### src/rtl/game_pkg.sv
// Shared definitions for the game-flow controller and its display path.
package game_pkg;

  typedef enum logic [1:0] {
    IDLE = 2'd0,
    LOAD = 2'd1,
    PLAY = 2'd2,
    OVER = 2'd3
  } state_t;

  localparam int unsigned SCORE_W = 8;

  localparam logic [3:0] DEF_INIT_ROUND_TIME = 4'd9;
  localparam logic [3:0] DEF_MIN_ROUND_TIME  = 4'd2;
  localparam logic [1:0] DEF_LIVES           = 2'd3;

endpackage

### src/rtl/score_counter.sv
// Saturating hit counter with synchronous clear; holds at all-ones.
module score_counter
  import game_pkg::*;
(
  input  logic               clk,
  input  logic               reset,
  input  logic               clr,
  input  logic               inc,
  output logic [SCORE_W-1:0] score
);

  always_ff @(posedge clk) begin
    if (!reset || clr) begin
      score <= '0;
    end else if (inc && (score != {SCORE_W{1'b1}})) begin
      score <= score + 1'b1;
    end
  end

endmodule

### src/rtl/round_sequencer.sv
// Round flow controller: drives the round timer, judges hit/miss/timeout,
// tracks lives and speeds rounds up as the player keeps hitting.
module round_sequencer
  import game_pkg::*;
#(
  parameter logic [3:0] INIT_ROUND_TIME = DEF_INIT_ROUND_TIME,
  parameter logic [3:0] MIN_ROUND_TIME  = DEF_MIN_ROUND_TIME,
  parameter logic [1:0] LIVES           = DEF_LIVES,
  parameter logic [3:0] SPEEDUP_EVERY   = 4'd4
) (
  input  logic               clk,
  input  logic               reset,
  input  logic               start,
  input  logic               hit,
  input  logic               miss,
  input  logic               cout,
  output logic               gameState,
  output logic [3:0]         roundTime,
  output logic               timerReset,
  output logic               newTarget,
  output logic [SCORE_W-1:0] score,
  output logic [1:0]         lives,
  output logic               gameOver
);

  state_t     state;
  logic [3:0] hitCount;
  logic       lose_life;
  logic       score_inc;
  logic       score_clr;

  // A miss outranks a hit; a hit outranks a simultaneous timeout.
  always_comb begin
    lose_life = (state == PLAY) && (miss || (cout && !hit));
    score_inc = (state == PLAY) && hit && !miss;
    score_clr = (state == OVER) && start;
  end

  score_counter u_score (
    .clk   (clk),
    .reset (reset),
    .clr   (score_clr),
    .inc   (score_inc),
    .score (score)
  );

  always_ff @(posedge clk) begin
    if (!reset) begin
      state      <= IDLE;
      gameState  <= 1'b0;
      timerReset <= 1'b0;
      newTarget  <= 1'b0;
      gameOver   <= 1'b0;
      hitCount   <= 4'd0;
      lives      <= LIVES;
      roundTime  <= INIT_ROUND_TIME;
    end else begin
      timerReset <= 1'b0;
      newTarget  <= 1'b0;
      case (state)
        IDLE: begin
          gameState <= 1'b0;
          if (start) begin
            state      <= LOAD;
            timerReset <= 1'b1;
            newTarget  <= 1'b1;
          end
        end
        LOAD: begin
          state     <= PLAY;
          gameState <= 1'b1;
        end
        PLAY: begin
          if (lose_life) begin
            lives <= lives - 2'd1;
            gameState <= 1'b0;
            if (lives == 2'd1) begin
              state    <= OVER;
              gameOver <= 1'b1;
            end else begin
              state      <= LOAD;
              timerReset <= 1'b1;
              newTarget  <= 1'b1;
            end
          end else if (hit) begin
            state      <= LOAD;
            gameState  <= 1'b0;
            timerReset <= 1'b1;
            newTarget  <= 1'b1;
            if (hitCount + 4'd1 == SPEEDUP_EVERY) begin
              hitCount <= 4'd0;
              if (roundTime > MIN_ROUND_TIME) roundTime <= roundTime - 4'd1;
              else                            roundTime <= MIN_ROUND_TIME;
            end else begin
              hitCount <= hitCount + 4'd1;
            end
          end
        end
        OVER: begin
          gameState <= 1'b0;
          if (start) begin
            state      <= LOAD;
            gameOver   <= 1'b0;
            timerReset <= 1'b1;
            newTarget  <= 1'b1;
            hitCount   <= 4'd0;
            lives      <= LIVES;
            roundTime  <= INIT_ROUND_TIME;
          end
        end
        default: state <= IDLE;
      endcase
    end
  end

endmodule
### config.mk
export PLATFORM = sky130hd
export DESIGN_NAME = round_sequencer
export DESIGN_NICKNAME = d
export VERILOG_FILES = /design/src/rtl/game_pkg.sv /design/src/rtl/score_counter.sv /design/src/rtl/round_sequencer.sv
export SDC_FILE = /design/constraint.sdc
export NUM_CORES = 1
export LEC_CHECK = 0
export ABC_AREA = 1
export CAP_MARGIN = 20
export CELL_PAD_IN_SITES_DETAIL_PLACEMENT = 0
export CELL_PAD_IN_SITES_GLOBAL_PLACEMENT = 1
export CORE_MARGIN = 10
export CORE_UTILIZATION = 35
export CTS_CLUSTER_DIAMETER = 100
export DETAILED_ROUTE_END_ITERATION = 6
export GPL_TIMING_DRIVEN = 0
export PLACE_DENSITY = 0.81
export REMOVE_ABC_BUFFERS = 1
export SYNTH_ARGS = -nofsm -noshare
export SYNTH_HDL_FRONTEND = slang
export SYNTH_SLANG_ARGS = --single-unit
### constraint.sdc
create_clock -name clk -period 3.15 [get_ports clk]
set_input_delay 0.7875 -clock clk [delete_from_list [all_inputs] [get_ports clk]]
set_output_delay 0.7875 -clock clk [all_outputs]
set_load 0.01 [all_outputs]
==> impl_metrics.ini, run 1 <==
[die]
start_util = 0.3609
die_h_um = 81.44
dieArea_mm2 = 0.006632
die_w_um = 81.44
core_area_mm2 = 0.003661
ios = 24
rows = 22

[grt]
grt_pass1_wl_um = 4981
grt_use_total = 0.09152
grt_max_degree = 13
gr-total-overflow = 0
antenna_found_initial = 0
grt_pass1_vias = 1102

[drt]
num_vias = 1212
drtPass1Iterations = 4
ant_nets = 0
drt_iter0_markers = 65
vias_per_cell = 4.556
wl_um = 2963
wl_per_cell_um = 11.14
drc_errors = 0

[synth]
synth-xor-area-share = 0.03314
synth_top_family_by_area = simple AND/OR/NAND/NOR gates
synth_commonest_cells = nand2_1 (58), inv_1 (26), dfxtp_1 (23), a21oi_1 (16)
synth-edff-count = 0
synth_area_leader_cell = dfxtp_1
synth_top_area_frac = 0.3485
yosysWarnings = 0
syn_area_mm2 = 0.001321
yosysMostFrequentCell = nand2_1
ys_ff_latch = 23
synth_compound_area_frac = 0.1184
async_flop_share = 0
synth.top_cells.by_area = dfxtp_1 (35%), nand2_1 (16%), ha_1 (8.5%)
ys_seq_area_frac = 0.3485
synthMuxAreaShare = 0
postSynthCellCount = 193
synthSimpleGateAreaFrac = 0.3182
synth_cell_types = 24
synth_fa_ha_area_frac = 0.08523
synthFlopType = dfxtp_1
syn_area_per_cell_um2 = 6.846

[sta]
setup-tns-final_ns = 0
hold_slack_ns = 0.4736
maxSlewHeadroom = 0.7001
hold_violations = 0
fin_worst_skew_ns = 0.002273
finalCritPeriodShare = 0.6565
rsz0062_at_grt = no
setup_viol = 0
max_freq_mhz = 483.6
slew_violations = 0
period_minus_slack_ns = 2.068
worst_slew_pin_slew_ns = 0.4452

[final_layout]
area_growth_pct = 23.77
regArea_um2 = 460.4
multiInputGateArea_um2 = 733.2
fillerInstances = 394
stdcell_count = 266
utilization = 0.4467
final_net_count = 234
drive_gt1_frac = 0.05505
diodes = 0

[clock_tree]
cts_max_path_buffers = 2
htreeDepth = 1
clock-sinks = 23
cts_root_buf = clkbuf_8
cts-hold-fix-buffers = 0
cts_setup_buffers = 0
cts_tree = built
cts_resized = 0
clkTransAtPathRegs_ns = 0.08
clock_latency_ns = 0.26
cts_made_buffers = 3

[setup_path]
cpPeakStageDelay_ns = 0.58
crit_slowest_cell = clkdlybuf4s50_1
required_ns = 2.36
start_kind = flip-flop
critical_path_class = reg2out
critPathMaxFanout = 6
endpoint_kind = output pin
worst_ep_arrival_time_ns = 1.28
crit_buf_inv = 1
rrSetupSlack_ns = 1.50
crit_chain = clkdlybuf4s50_1
crit_family = buffers and inverters

[place]
dp_cells = 262
hpwl_um = 2289
io_buffers = 23
gp_congestion = 0.7624

[power_and_ir_drop]
peakVddDrop_mv = 0.2594
leakagePower_uw = 0.0007195
power_density_mw_per_mm2 = 629.8

[status]
status = finished, final reports clean

[job]
maxCapViolations = 0

[min_path]
hold_class = reg2reg
-- stage by stage --
stage,total power [µW],area (µm²),setup slack [ns]
6_report,1030,1635,1.082
5_1_grt,1131,1635,0.9383
4_1_cts,1048,1635,1.064
3_5_place_dp,855.7,1590,0.8212
3_3_place_gp,853.2,1590,0.8511
2_1_floorplan,698.4,1300,1.603
-- layout by cell type, fill, tap and decap left out, drive strengths merged --
cell type | Yosys | final
clkinv | 1 | 1
o21ai | 11 | 11
inv | 27 | 27
nand3b | 2 | 2
dfxtp | 23 | 23
a21oi | 16 | 16
clkdlybuf4s50 | 0 | 23
o211ai | 1 | 1
nand4 | 1 | 1
xor2 | 4 | 4
nand3 | 14 | 14
xnor2 | 1 | 1
nor3 | 2 | 2
and2 | 1 | 1
clkbuf | 1 | 4
nand2 | 61 | 61
o211a | 1 | 1
ha | 9 | 9
nor2 | 16 | 16
-- metal layers --
layer | share of wire | track usage
met1 | 0.48 | 0.1165
met2 | 0.45 | 0.1493
met3 | 0.057 | 0.01965
met4 | 0.011 | 0.03114
met5 | 0 | 0
-- registers in the layout, summed over array words and instances (netlist names) --
signal / flops
gameOver: 1
hitCount: 4
u_score.score: 8
roundTime: 4
lives: 2
gameState: 1
newTarget: 1
state: 2
-- worst reg2reg max path, stage by stage, from the launching register on --
cell and delay (ns):
dfxtp_1 0.42, ha_1 0.23, nand2_1 0.07, nor2_1 0.21
nand2_1 0.08, nand2_1 0.24, inv_2 0.14, nand3_1 0.09
a21oi_1 0.06
-- power by group --
group | switching [µW] | leakage (µW) | internal (µW)
Sequential | 53.0 | 0.000187 | 349
Clock | 96.6 | 0.0000228 | 90.2
Combinational | 249 | 0.000510 | 193
Total | 398 | 0.000720 | 632
-- cells by family after synthesis --
| logic type | count (synthesis) |
|---|---|
| adder cells (fa/ha/maj) | 9 |
| AND/OR/NAND/NOR | 97 |
| AO/OA/AOI/OAI | 29 |
| flip-flops | 23 |
| XOR/XNOR | 5 |
| buffers and inverters | 30 |
-- path summary, 6_finish.rpt --
kind | from | to | depth (start not counted)
max | u_score.score[3] | score[3] | 1
min | gameOver | gameOver | 2
max reg2reg | u_score.score[0] | u_score.score[6] | 8
min reg2reg | gameOver | gameOver | 2
-- area by class of cell --
class	count	area share
inverters	28	0.06503
clock buffers	4	0.02754
multi-input cells	140	0.4484
repair buffers	23	0.1408
well taps	48	0.03673
flip-flops and latches	23	0.2816
No activity file was read; power rests on OpenSTA's default activity.
==> run 2, diff against run 1 <==
--- a/config.mk
+++ b/config.mk
@@ -10,11 +10,11 @@
 export CELL_PAD_IN_SITES_DETAIL_PLACEMENT = 0
 export CELL_PAD_IN_SITES_GLOBAL_PLACEMENT = 1
 export CORE_MARGIN = 10
-export CORE_UTILIZATION = 35
+export CORE_UTILIZATION = 33
 export CTS_CLUSTER_DIAMETER = 100
 export DETAILED_ROUTE_END_ITERATION = 6
 export GPL_TIMING_DRIVEN = 0
-export PLACE_DENSITY = 0.81
+export PLACE_DENSITY = 0.8
 export REMOVE_ABC_BUFFERS = 1
 export SYNTH_ARGS = -nofsm -noshare
 export SYNTH_HDL_FRONTEND = slang
==> constraint.sdc (replaced) <==
create_clock -name clk -period 1.69 [get_ports clk]
set_input_delay 0.4225 -clock clk [delete_from_list [all_inputs] [get_ports clk]]
set_output_delay 0.4225 -clock clk [all_outputs]
set_load 0.01 [all_outputs]
==> run 2 against run 1 <==
Compared with the run above:
- core utilization fell by 0.18 points
- die area rose by 4.6%
- non-clock buffer count did not move
- largest cell class unchanged
==> impl_metrics.ini, run 2 (synthesis results as in run 1) <==
[power_and_ir_drop]
power_density_mw_per_mm2 = 1163
p_int_uw = 1181
power.share.clock = 0.180
combPwrFrac = 0.435
swShare = 0.3951
leakagePower_uw = 0.0007839
p_switching_uw = 771.3
power_uw = 1952
peakVddDrop_mv = 0.3818
p_seq_frac = 0.384

[drt]
drtPass1Iterations = 4
drt_iter0_markers = 67
num_vias = 1229
wl_per_cell_um = 11.30
drc_errors = 0
ant_nets = 0
wl_um = 3007
vias_per_cell = 4.620

[final_layout]
diodes = 0
area_growth_pct = 26.99
largest_register_ffs = 8
largest-register = u_score.score
fillerInstances = 422
finalInstanceArea_mm2 = 0.001678
layout_common_cells = nand2_1 (57), inv_1 (26), dfxtp_1 (19), clkdlybuf4s50_1 (18), a21oi_1 (15)
layout_commonest_cell = nand2_1
stdcell_count = 266
reg.largest.list = u_score.score: 8 flops, hitCount: 4 flops, roundTime: 4 flops
drive_gt1_frac = 0.1101
final_net_count = 234

[grt]
grt_use_total = 0.08318
grt_pass1_wl_um = 5064
antenna_found_initial = 0
grt_pass1_vias = 1142
grt_max_degree = 14
gr-total-overflow = 0

[die]
ios = 24
die_h_um = 83.28
dieArea_mm2 = 0.006935
rows = 22
start_util = 0.3504
die_w_um = 83.28
core_area_mm2 = 0.003771

[setup_path]
crit_buf_inv = 1
crit_chain = clkdlybuf4s50_1
worst_ep_arrival_time_ns = 1.22
critPathMaxFanout = 4
crit_family = buffers and inverters
required_ns = 1.27
start_kind = flip-flop
crit_slowest_cell = clkdlybuf4s50_1
endpoint_kind = output pin
critical_path_class = reg2out
cpPeakStageDelay_ns = 0.56

[clock_tree]
cts_tree = built
clock-sinks = 23
cts-hold-fix-buffers = 0
cts_root_buf = clkbuf_8
cts_max_path_buffers = 2
cts_made_buffers = 3
cts_setup_buffers = 0
clkTransAtPathRegs_ns = 0.09
htreeDepth = 1
clock_latency_ns = 0.26

[sta]
max_freq_mhz = 609.1
hold_violations = 0
period_minus_slack_ns = 1.642
finalCritPeriodShare = 0.9715
slew_violations = 0
maxSlewHeadroom = 0.6900
worst_slew_pin_slew_ns = 0.4601
setup_ws_ns = 0.04817
setup-tns-final_ns = 0
fin_worst_skew_ns = 0.001845
setup_viol = 0

[place]
hpwl_um = 2264
place_ws_ns = -0.2844
dp_cells = 262
dpl_cell_area_mm2 = 0.001590
io_buffers = 23
gp_congestion = 0.7394

[min_path]
hold_class = reg2reg

[status]
status = finished, final reports clean

[job]
maxCapViolations = 0
==> run 2: layout make-up <==
type                    instances  area, µm²  share of cell area
flip-flops and latches         23      465.4              0.2774
clock buffers                   3      41.29             0.02461
clock inverters                 1      5.005            0.002983
multi-input cells             140      760.7              0.4534
repair buffers                 23      239.0              0.1424
well taps                      48      60.06             0.03579
inverters                      28      106.4             0.06339
==> run 2: worst paths after layout <==
check	start	end	slack (ns)	cells after the start
max reg2reg	state[0]	roundTime[1]	0.15	10
min reg2reg	gameOver	gameOver	0.47	2
min	gameOver	gameOver	0.47	2
max	roundTime[3]	roundTime[3]	0.05	1
==> run 2: power groups by stage <==
| stage | combinational (µW) | clock, µW | sequential (µW) |
|---|---|---|---|
| 2_1_floorplan | 523 | 0 | 779 |
| 3_3_place_gp | 833 | 0 | 761 |
| 3_5_place_dp | 828 | 0 | 761 |
| 4_1_cts | 832 | 369 | 748 |
| 5_1_grt | 986 | 382 | 770 |
| 6_report | 850 | 352 | 750 |
==> run 2: per-layer routing <==
layer	up-vias	GRT usage	share of wire
met3	2	0.02051	0.040
met4	0	0.03692	0.012
met1	556	0.1010	0.48
met5	-	0	0
met2	11	0.1341	0.46
li1	660	-	-
==> run 2: metrics by stage <==
| step | hold WS [ns] | utilization |
|---|---|---|
| finish | 0.4740 | 0.4449 |
| global route | 0.5101 | 0.4449 |
| CTS | 0.4831 | 0.4343 |
| detailed placement | 0.4705 | 0.4217 |
| global placement | 0.4686 | 0.4217 |
| floorplan | 0.4704 | - |
==> run 2: worst min-delay path, stage by stage (launching register included) <==
cell and delay [ns]:
dfxtp_1 0.32, nand2_1 0.06, a21oi_1 0.05
==> run 2: repair_timing <==
action	CTS	global route
pin swaps	0	0
resized for setup	3	15
endpoints found under the setup margin	3	27
